--- config.mk ---
export PLATFORM = sky130hd
export DESIGN_NAME = seq_pattern_tx
export DESIGN_NICKNAME = d
export VERILOG_FILES = /design/src/rtl/seq_pattern_tx.sv
export SDC_FILE = /design/constraint.sdc
export NUM_CORES = 1
export LEC_CHECK = 0
export BUFFER_PORTS_ARGS = -buffer_cell sky130_fd_sc_hd__clkbuf_2
export CAP_MARGIN = 20
export CORE_ASPECT_RATIO = 0.9
export CORE_MARGIN = 1.5
export CORE_UTILIZATION = 51
export DETAILED_ROUTE_END_ITERATION = 8
export PLACE_DENSITY = 0.75
export SLEW_MARGIN = 15
export SYNTH_ARGS = -nofsm -noshare
export SYNTH_HDL_FRONTEND = slang
export SYNTH_SLANG_ARGS = --single-unit
--- constraint.sdc ---
create_clock -name clk -period 2.3 [get_ports clk]
set_input_delay 0.115 -clock clk [delete_from_list [all_inputs] [get_ports clk]]
set_output_delay 0.115 -clock clk [all_outputs]
set_load 0.03 [all_outputs]
--- src/rtl/seq_pattern_tx.sv ---
// Serial pattern burst generator: sends the low len bits of a latched pattern
// MSB-first, repeated reps+1 times with gap idle cycles between frames.
module seq_pattern_tx #(
  parameter int W = 8,
  localparam int LW = $clog2(W + 1)
) (
  input  logic          clk,
  input  logic          rst,
  input  logic          start,
  input  logic [W-1:0]  pattern,
  input  logic [LW-1:0] len,
  input  logic [3:0]    reps,
  input  logic [3:0]    gap,
  input  logic          abort,
  output logic          x,
  output logic          valid,
  output logic          busy,
  output logic          done,
  output logic          err
);

  typedef enum logic [1:0] {IDLE, SEND, GAP, DONE} state_t;

  state_t        state_q, state_d;
  logic [W-1:0]  pat_q, pat_d;
  logic [LW-1:0] len_q, len_d;
  logic [LW-1:0] idx_q, idx_d;
  logic [3:0]    left_q, left_d;
  logic [3:0]    gap_q, gap_d;
  logic [3:0]    gcnt_q, gcnt_d;
  logic          reject;
  logic          len_ok;
  logic          x_d, valid_d, busy_d, done_d, err_d;

  assign len_ok = (len != '0) && (len <= LW'(W));

  // State, burst configuration and outputs all update together; outputs are
  // computed from the next-state values so they are true registers.
  always_ff @(posedge clk) begin
    if (!rst) begin
      state_q <= IDLE;
      pat_q   <= '0;
      len_q   <= '0;
      idx_q   <= '0;
      left_q  <= '0;
      gap_q   <= '0;
      gcnt_q  <= '0;
      x       <= 1'b0;
      valid   <= 1'b0;
      busy    <= 1'b0;
      done    <= 1'b0;
      err     <= 1'b0;
    end else begin
      // NOTE: non-blocking assignments so every register sees pre-edge values.
      state_q <= state_d;
      pat_q   <= pat_d;
      len_q   <= len_d;
      idx_q   <= idx_d;
      left_q  <= left_d;
      gap_q   <= gap_d;
      gcnt_q  <= gcnt_d;
      x       <= x_d;
      valid   <= valid_d;
      busy    <= busy_d;
      done    <= done_d;
      err     <= err_d;
    end
  end

  always_comb begin
    // NOTE: hold-by-default for every comb output prevents latch inference.
    state_d = state_q;
    pat_d   = pat_q;
    len_d   = len_q;
    idx_d   = idx_q;
    left_d  = left_q;
    gap_d   = gap_q;
    gcnt_d  = gcnt_q;
    reject  = 1'b0;
    case (state_q)
      IDLE: begin
        // abort is deliberately not looked at here
        if (start) begin
          if (len_ok) begin
            state_d = SEND;
            pat_d   = pattern;
            len_d   = len;
            left_d  = reps;
            gap_d   = gap;
            idx_d   = len - LW'(1);
          end else begin
            reject = 1'b1;
          end
        end
      end
      SEND: begin
        if (abort) begin
          state_d = IDLE;
        end else if (idx_q != '0) begin
          idx_d = idx_q - LW'(1);
        end else if (left_q != '0) begin
          left_d = left_q - 4'd1;
          idx_d  = len_q - LW'(1);
          if (gap_q != '0) begin
            state_d = GAP;
            gcnt_d  = gap_q - 4'd1;
          end
        end else begin
          state_d = DONE;
        end
      end
      GAP: begin
        if (abort) begin
          state_d = IDLE;
        end else if (gcnt_q == '0) begin
          state_d = SEND;
        end else begin
          gcnt_d = gcnt_q - 4'd1;
        end
      end
      DONE: state_d = IDLE;
      default: state_d = IDLE;
    endcase
  end

  // Outputs as a pure function of the upcoming state and registers.
  always_comb begin
    valid_d = (state_d == SEND);
    x_d     = valid_d && (|(pat_d & (W'(1) << idx_d)));
    busy_d  = (state_d == SEND) || (state_d == GAP);
    done_d  = (state_d == DONE);
    err_d   = reject;
  end

endmodule

Word level (Yosys, flattened, before mapping). Index checks and enable logic that the tools add are counted.

Bits in registers: 35. Bits in latches: 0. Bits in writable memories: 0. ROM bits: 0. Bits of input ports: 24. Output and inout port bits: 5. Word-level logic and storage cells: 83. Memories: 0.

Add/subtract/negate cells: 6. Multiply operators: 0. Div/mod/pow operators: 0. Order comparisons: 1. Equal/unequal tests: 14. Shifts and indexed selects: 1. Mux-type cells: 32. Bitwise operators: 1. Reductions and logical operators: 16.

Operators by type and width (count): 4-bit two-way mux (16); 8-bit two-way mux (3); 4-bit one-hot mux with 2 select lines (3); 4-bit by 1-bit subtractor with 4-bit output (second input constant) (6); 2-bit two-way mux (8); 2-bit != test (second input constant) (8); 4-bit nonzero test (4); 8-bit bitwise AND (1); 2-bit equality test (second input constant) (4); 2-bit one-hot mux with 4 select lines (1); 8-bit OR reduction (1); 1-bit by 4-bit left shift with 8-bit output (first input constant) (1); 7-bit AND reduction (1); 3-bit AND reduction (2); 6-bit AND reduction (1); 2-bit by 1-bit equality test with 1-bit output (second input constant) (2); 4-bit less-or-equal comparator (second input constant) (1); 4-bit logical NOT (1); 2-bit nonzero test (2); 1-bit logical AND (2); 2-bit logical NOT (1); 1-bit logical OR (1); 1-bit two-way mux (1).

Depth between registers and ports, before layout.
Depth in word-level cells: 9. Gate-level depth with buffers: 13. Mapped depth without buffers: 13.

Least setup slack after synthesis. No wires, ideal clock.

Kind: reg-to-reg. From: register idx_q[0]. To: register x. Setup time: 0.120 ns. Arrival time: 2.255 ns. Data required time: 2.180 ns. Setup slack: -0.075 ns. Cell stages (with the launch flop): 10. Path buffers: 0. Clock period less this slack: 2.375 ns. Path through: dfxtp_1 > inv_1 > ha_1 > or3b_4 > nor3_2 > a2111oi_4 > a221oi_2 > mux2_4 > a211oi_2 > o21ai_1.

Longest elaborated chain between the ends: 8. Elaborated cells on any way between the ends: 16. Those cells by class: add/sub (1); eq/ne (1); shift (1); mux (9); bitwise (1); reduce/logical (3).

RTL lines: start, declared (line 27) `logic [LW-1:0] idx_q, idx_d;`; start signal, assigned (line 58) `idx_q <= idx_d;`; 4-bit by 1-bit subtractor with 4-bit output, or another cell as far along (line 100) `idx_d = idx_q - LW'(1);`; 4-bit two-way mux (line 99) `end else if (idx_q != '0) begin`; 4-bit two-way mux (line 97) `if (abort) begin`; 4-bit one-hot mux with 2 select lines (line 80) `case (state_q)`; 1-bit by 4-bit left shift with 8-bit output (line 129) `x_d = valid_d && (|(pat_d & (W'(1) << idx_d)));`; 8-bit bitwise AND (line 129); 8-bit OR reduction (line 129); 1-bit logical AND (*) (line 129); end signal, assigned (line 48) `x <= 1'b0;`; end signal, assigned (line 62) `x <= x_d;`; end, declared (line 15) `output logic x,`.

Every way passes the cells marked *; elsewhere a longest branch is shown, timed or not. A chain may end at the register's enable or synchronous reset.

Worst setup path in the final report. Ends and elaborated chain as after synthesis.

==> impl_results.md <==
- First-pass GRT wire length: between 8000 and 9000 um
- Post-synth EDFFs: 0
- Bufs on Longest Clock Path: 2
- Avg Synthesized Cell Area: just over 8 sq um
- Slew Limit Fails: 0
- Final wirelength: between 5000 and 6000 um
- Vert. Die Dim: between 60 and 70 um
- Min cycle time layout: between 2 and 2.5 ns
- Final std cells w/o fill: 358
- Post-synth net total: about 290
- End of the worst register-to-register path: x
- Crit-path max FO: 4
- Final Core Density: 0.707
- Worst hold start: pattern[1]
- RSZ-0062 raised after global routing: yes
- Chip width: between 70 and 80 um
- Setup ws final: -0.0365 ns
- Starting density of the core: 0.545
- Largest net degree at the start of global routing: 25
- Worst Hold Class: in -> reg
- Layout Skew: roughly 0.011 ns
- Synth-to-Final Area Change: 29.6%
- Final net count: between 300 and 400
- ANT nets after route: 0
- Residual DRC: 0
- Netlist cell types: 54
- Headroom to the max-slew limit: 0.633
- Maximum vdd drop: approximately 0.54 mV
- Reg clk slew, reported paths: around 0.080 ns
- Worst Tran Pin Value: ~0.55 ns
- DIE AREA: between 4000 and 5000 sq um
- DRT Pass-1 Iters: 4
- HPWL after detailed placement: around 3600 um
- Row cnt: 21
- Hold slack: around 0.040 ns
- Core ar.: 3810 sq um
- Initial antenna violation count: 0
- Status: finished, violations left
- Setup CP Type: reg -> reg
- Vias in the first global route: 1986
- Failing checks: negative setup slack
- Worst R2R Path Depth: 10
- CP endpoint kind: flop
- CTS Sinks: 35
- CTS H-tree lvls: 2
- Synth Register Bits: 35
- Leading cell type in the layout, fill and taps excluded: nand2_1
- Top FF cell, synth: dfxtp_1
- Hold path depth: 3
- Most frequent cells in the layout: nand2_1, dfxtp_1, buf_4
- Power density over cell area: ~640 nW/um^2
- M1 WL: about 2400 um
- Post-Syn Area: between 2000 and 2500 sq um
- Max Fclk: about 430 MHz
- Clock network latency to the later pin of the worst-skew pair: 0.30 ns
- Layout filler cell count: slightly above 300
- CTS root buf: clkbuf_8
- Highest routed layer: met4
- Gate Count Post-Synth: 254
- Sequential element share of the synthesized area: 0.337
- Num ports: 29
- CP required: 2.54 ns
- Mean routed wirelength per cell: about 14 um
- Synth warn: 0
- Final RePlAce weighted congestion: about 0.9
- ANT cells: 0
- Leak pwr: 1.12 nW
- Placed insts: between 300 and 400
- Grt ovf: 0
- CTS buffer count: 5
- Fraction of registers with async set or reset after synthesis: 0
- Critical path arrival: 2.57 ns
- WL met3: between 200 and 250 um
- DR vias/cell: 5.61
- CP Launch Type: flop
- Max-cap violations: 0
- GR Util All Layers: 0.239
- Fin. Hold Viols: 0
- DRT iter0 DRCs: 107
- Layout cells sized above 1: 0.333
- Multi-input gate area: between 1000 and 1500 sq um
- Reg2Reg Launch Point: idx_q[0]
- IO Port Bufs: 28
- Sequential cell area: between 700 and 800 sq um
- Period utilisation layout: 1.02
- Hold Path Sink: pat_q[1]
- TritonCTS clock tree: done
- Vias: between 2000 and 2500
- R2r setup slk: -0.04 ns
- Met2 Routed Length: approximately 2400 um
- Final Setup Violations: 1
[layer usage]
layer,track usage,up-vias
li1,-,1005
met1,0.301,926
met2,0.408,64
met3,0.0432,13
met4,0.0865,0
met5,0,-
[logic make-up (layout without fill, tap and decap cells)]
family                     count (synthesis)  in the layout  share of synthesized area
DFF                                       35             35                      0.337
xor gates and xnor gates                   5              5                     0.0211
adders and majority gates                  8              8                     0.0482
AOI/OAI and AO/OA                         69             69                      0.246
and+or+nand+nor                          105            105                      0.260
buffers and inverters                     24             82                     0.0452
muxes                                      8              8                     0.0421
[worst max path at each step]
stage	start	to	slack (ns)	cells past startpoint
after detailed placement	idx_q[0]	x	-0.05	9
after global placement	idx_q[0]	x	-0.0002	9
final	idx_q[0]	x	-0.04	10
after CTS	left_q[1]	x	-0.02	9
after floorplan	idx_q[0]	x	-0.03	9
after global routing	idx_q[0]	x	-0.1	10
[through the flow]
| step | setup TNS (ns) | instance area (sq um) | worst slack (ns) | power, mW |
|---|---|---|---|---|
| after detailed placement | -0.0519 | 2480 | -0.0519 | 1.18 |
| after CTS | -0.0249 | 2630 | -0.0249 | 1.70 |
| after global placement | -0.000237 | 2480 | -0.000237 | 1.17 |
| after floorplan | -0.0273 | 2110 | -0.0273 | 0.999 |
| after global routing | -0.156 | 2690 | -0.0985 | 1.83 |
| final | -0.0365 | 2690 | -0.0365 | 1.73 |
[sequential cells by signal (all words and copies together), names as in the netlist]
signal and count:
pat_q 8, gap_q 4, gcnt_q 4, idx_q 4, left_q 4, len_q 4, state_q 2, busy 1
done 1, err 1, valid 1, x 1
[report_power, final]
group	switching, mW	internal, mW	leakage, nW	total, mW
registers	0.0345	0.647	0.287	0.681
clock network	0.242	0.244	0.0474	0.487
logic	0.284	0.278	0.788	0.562
total	0.561	1.17	1.12	1.73
[cell usage after synthesis (2+ instances only)]
cell type	count	area [sq um]
clkbuf_1	7	26.3
a211oi_1	2	15.0
a211oi_2	2	25.0
xor2_1	2	17.5
nor2b_1	6	37.5
o21ai_1	5	25.0
o211ai_1	3	22.5
a21boi_1	17	128
dfxtp_1	35	701
nor3b_1	5	37.5
nor2_1	16	60.1
buf_2	3	15.0
and2_1	9	56.3
nand4b_1	2	17.5
a21boi_0	2	15.0
nand2_1	45	169
a31oi_1	4	25.0
mux2i_1	5	50.1
nand2b_1	4	25.0
inv_1	13	48.8
o2111ai_1	2	17.5
a211o_1	2	17.5
o21ai_0	9	45.0
ha_1	8	100
o22ai_1	2	12.5
nand3_1	2	10.0
o21a_1	2	15.0
nor3_1	6	30.0
a21oi_1	7	35.0
xnor2_1	3	26.3
[worst max-delay path: stages (launching register included)]
cell and delay [ns]:
dfxtp_4 0.35, inv_2 0.06, ha_4 0.12, or3b_4 0.41, mux2_4 0.29, a2111oi_4 0.24
a221oi_4 0.09, buf_4 0.16, a211o_1 0.23, a211o_1 0.25, o21ai_1 0.06
[layout make-up]
type	count	share of cell area
multi-input cells	195	0.515
flip-flops and latches	35	0.262
inverters	13	0.0181
clock buffers	6	0.0307
repair buffers	61	0.147
clock inverters	2	0.00604
well taps	46	0.0214
[timing repair]
item	CTS	global route
hold buffers	0	0
pin swaps	8	6
buffers inserted	4	0
setup endpoints to repair	1	8
gates resized for setup	5	19
gates cloned	0	0
Power figures use the tool's default switching activity.
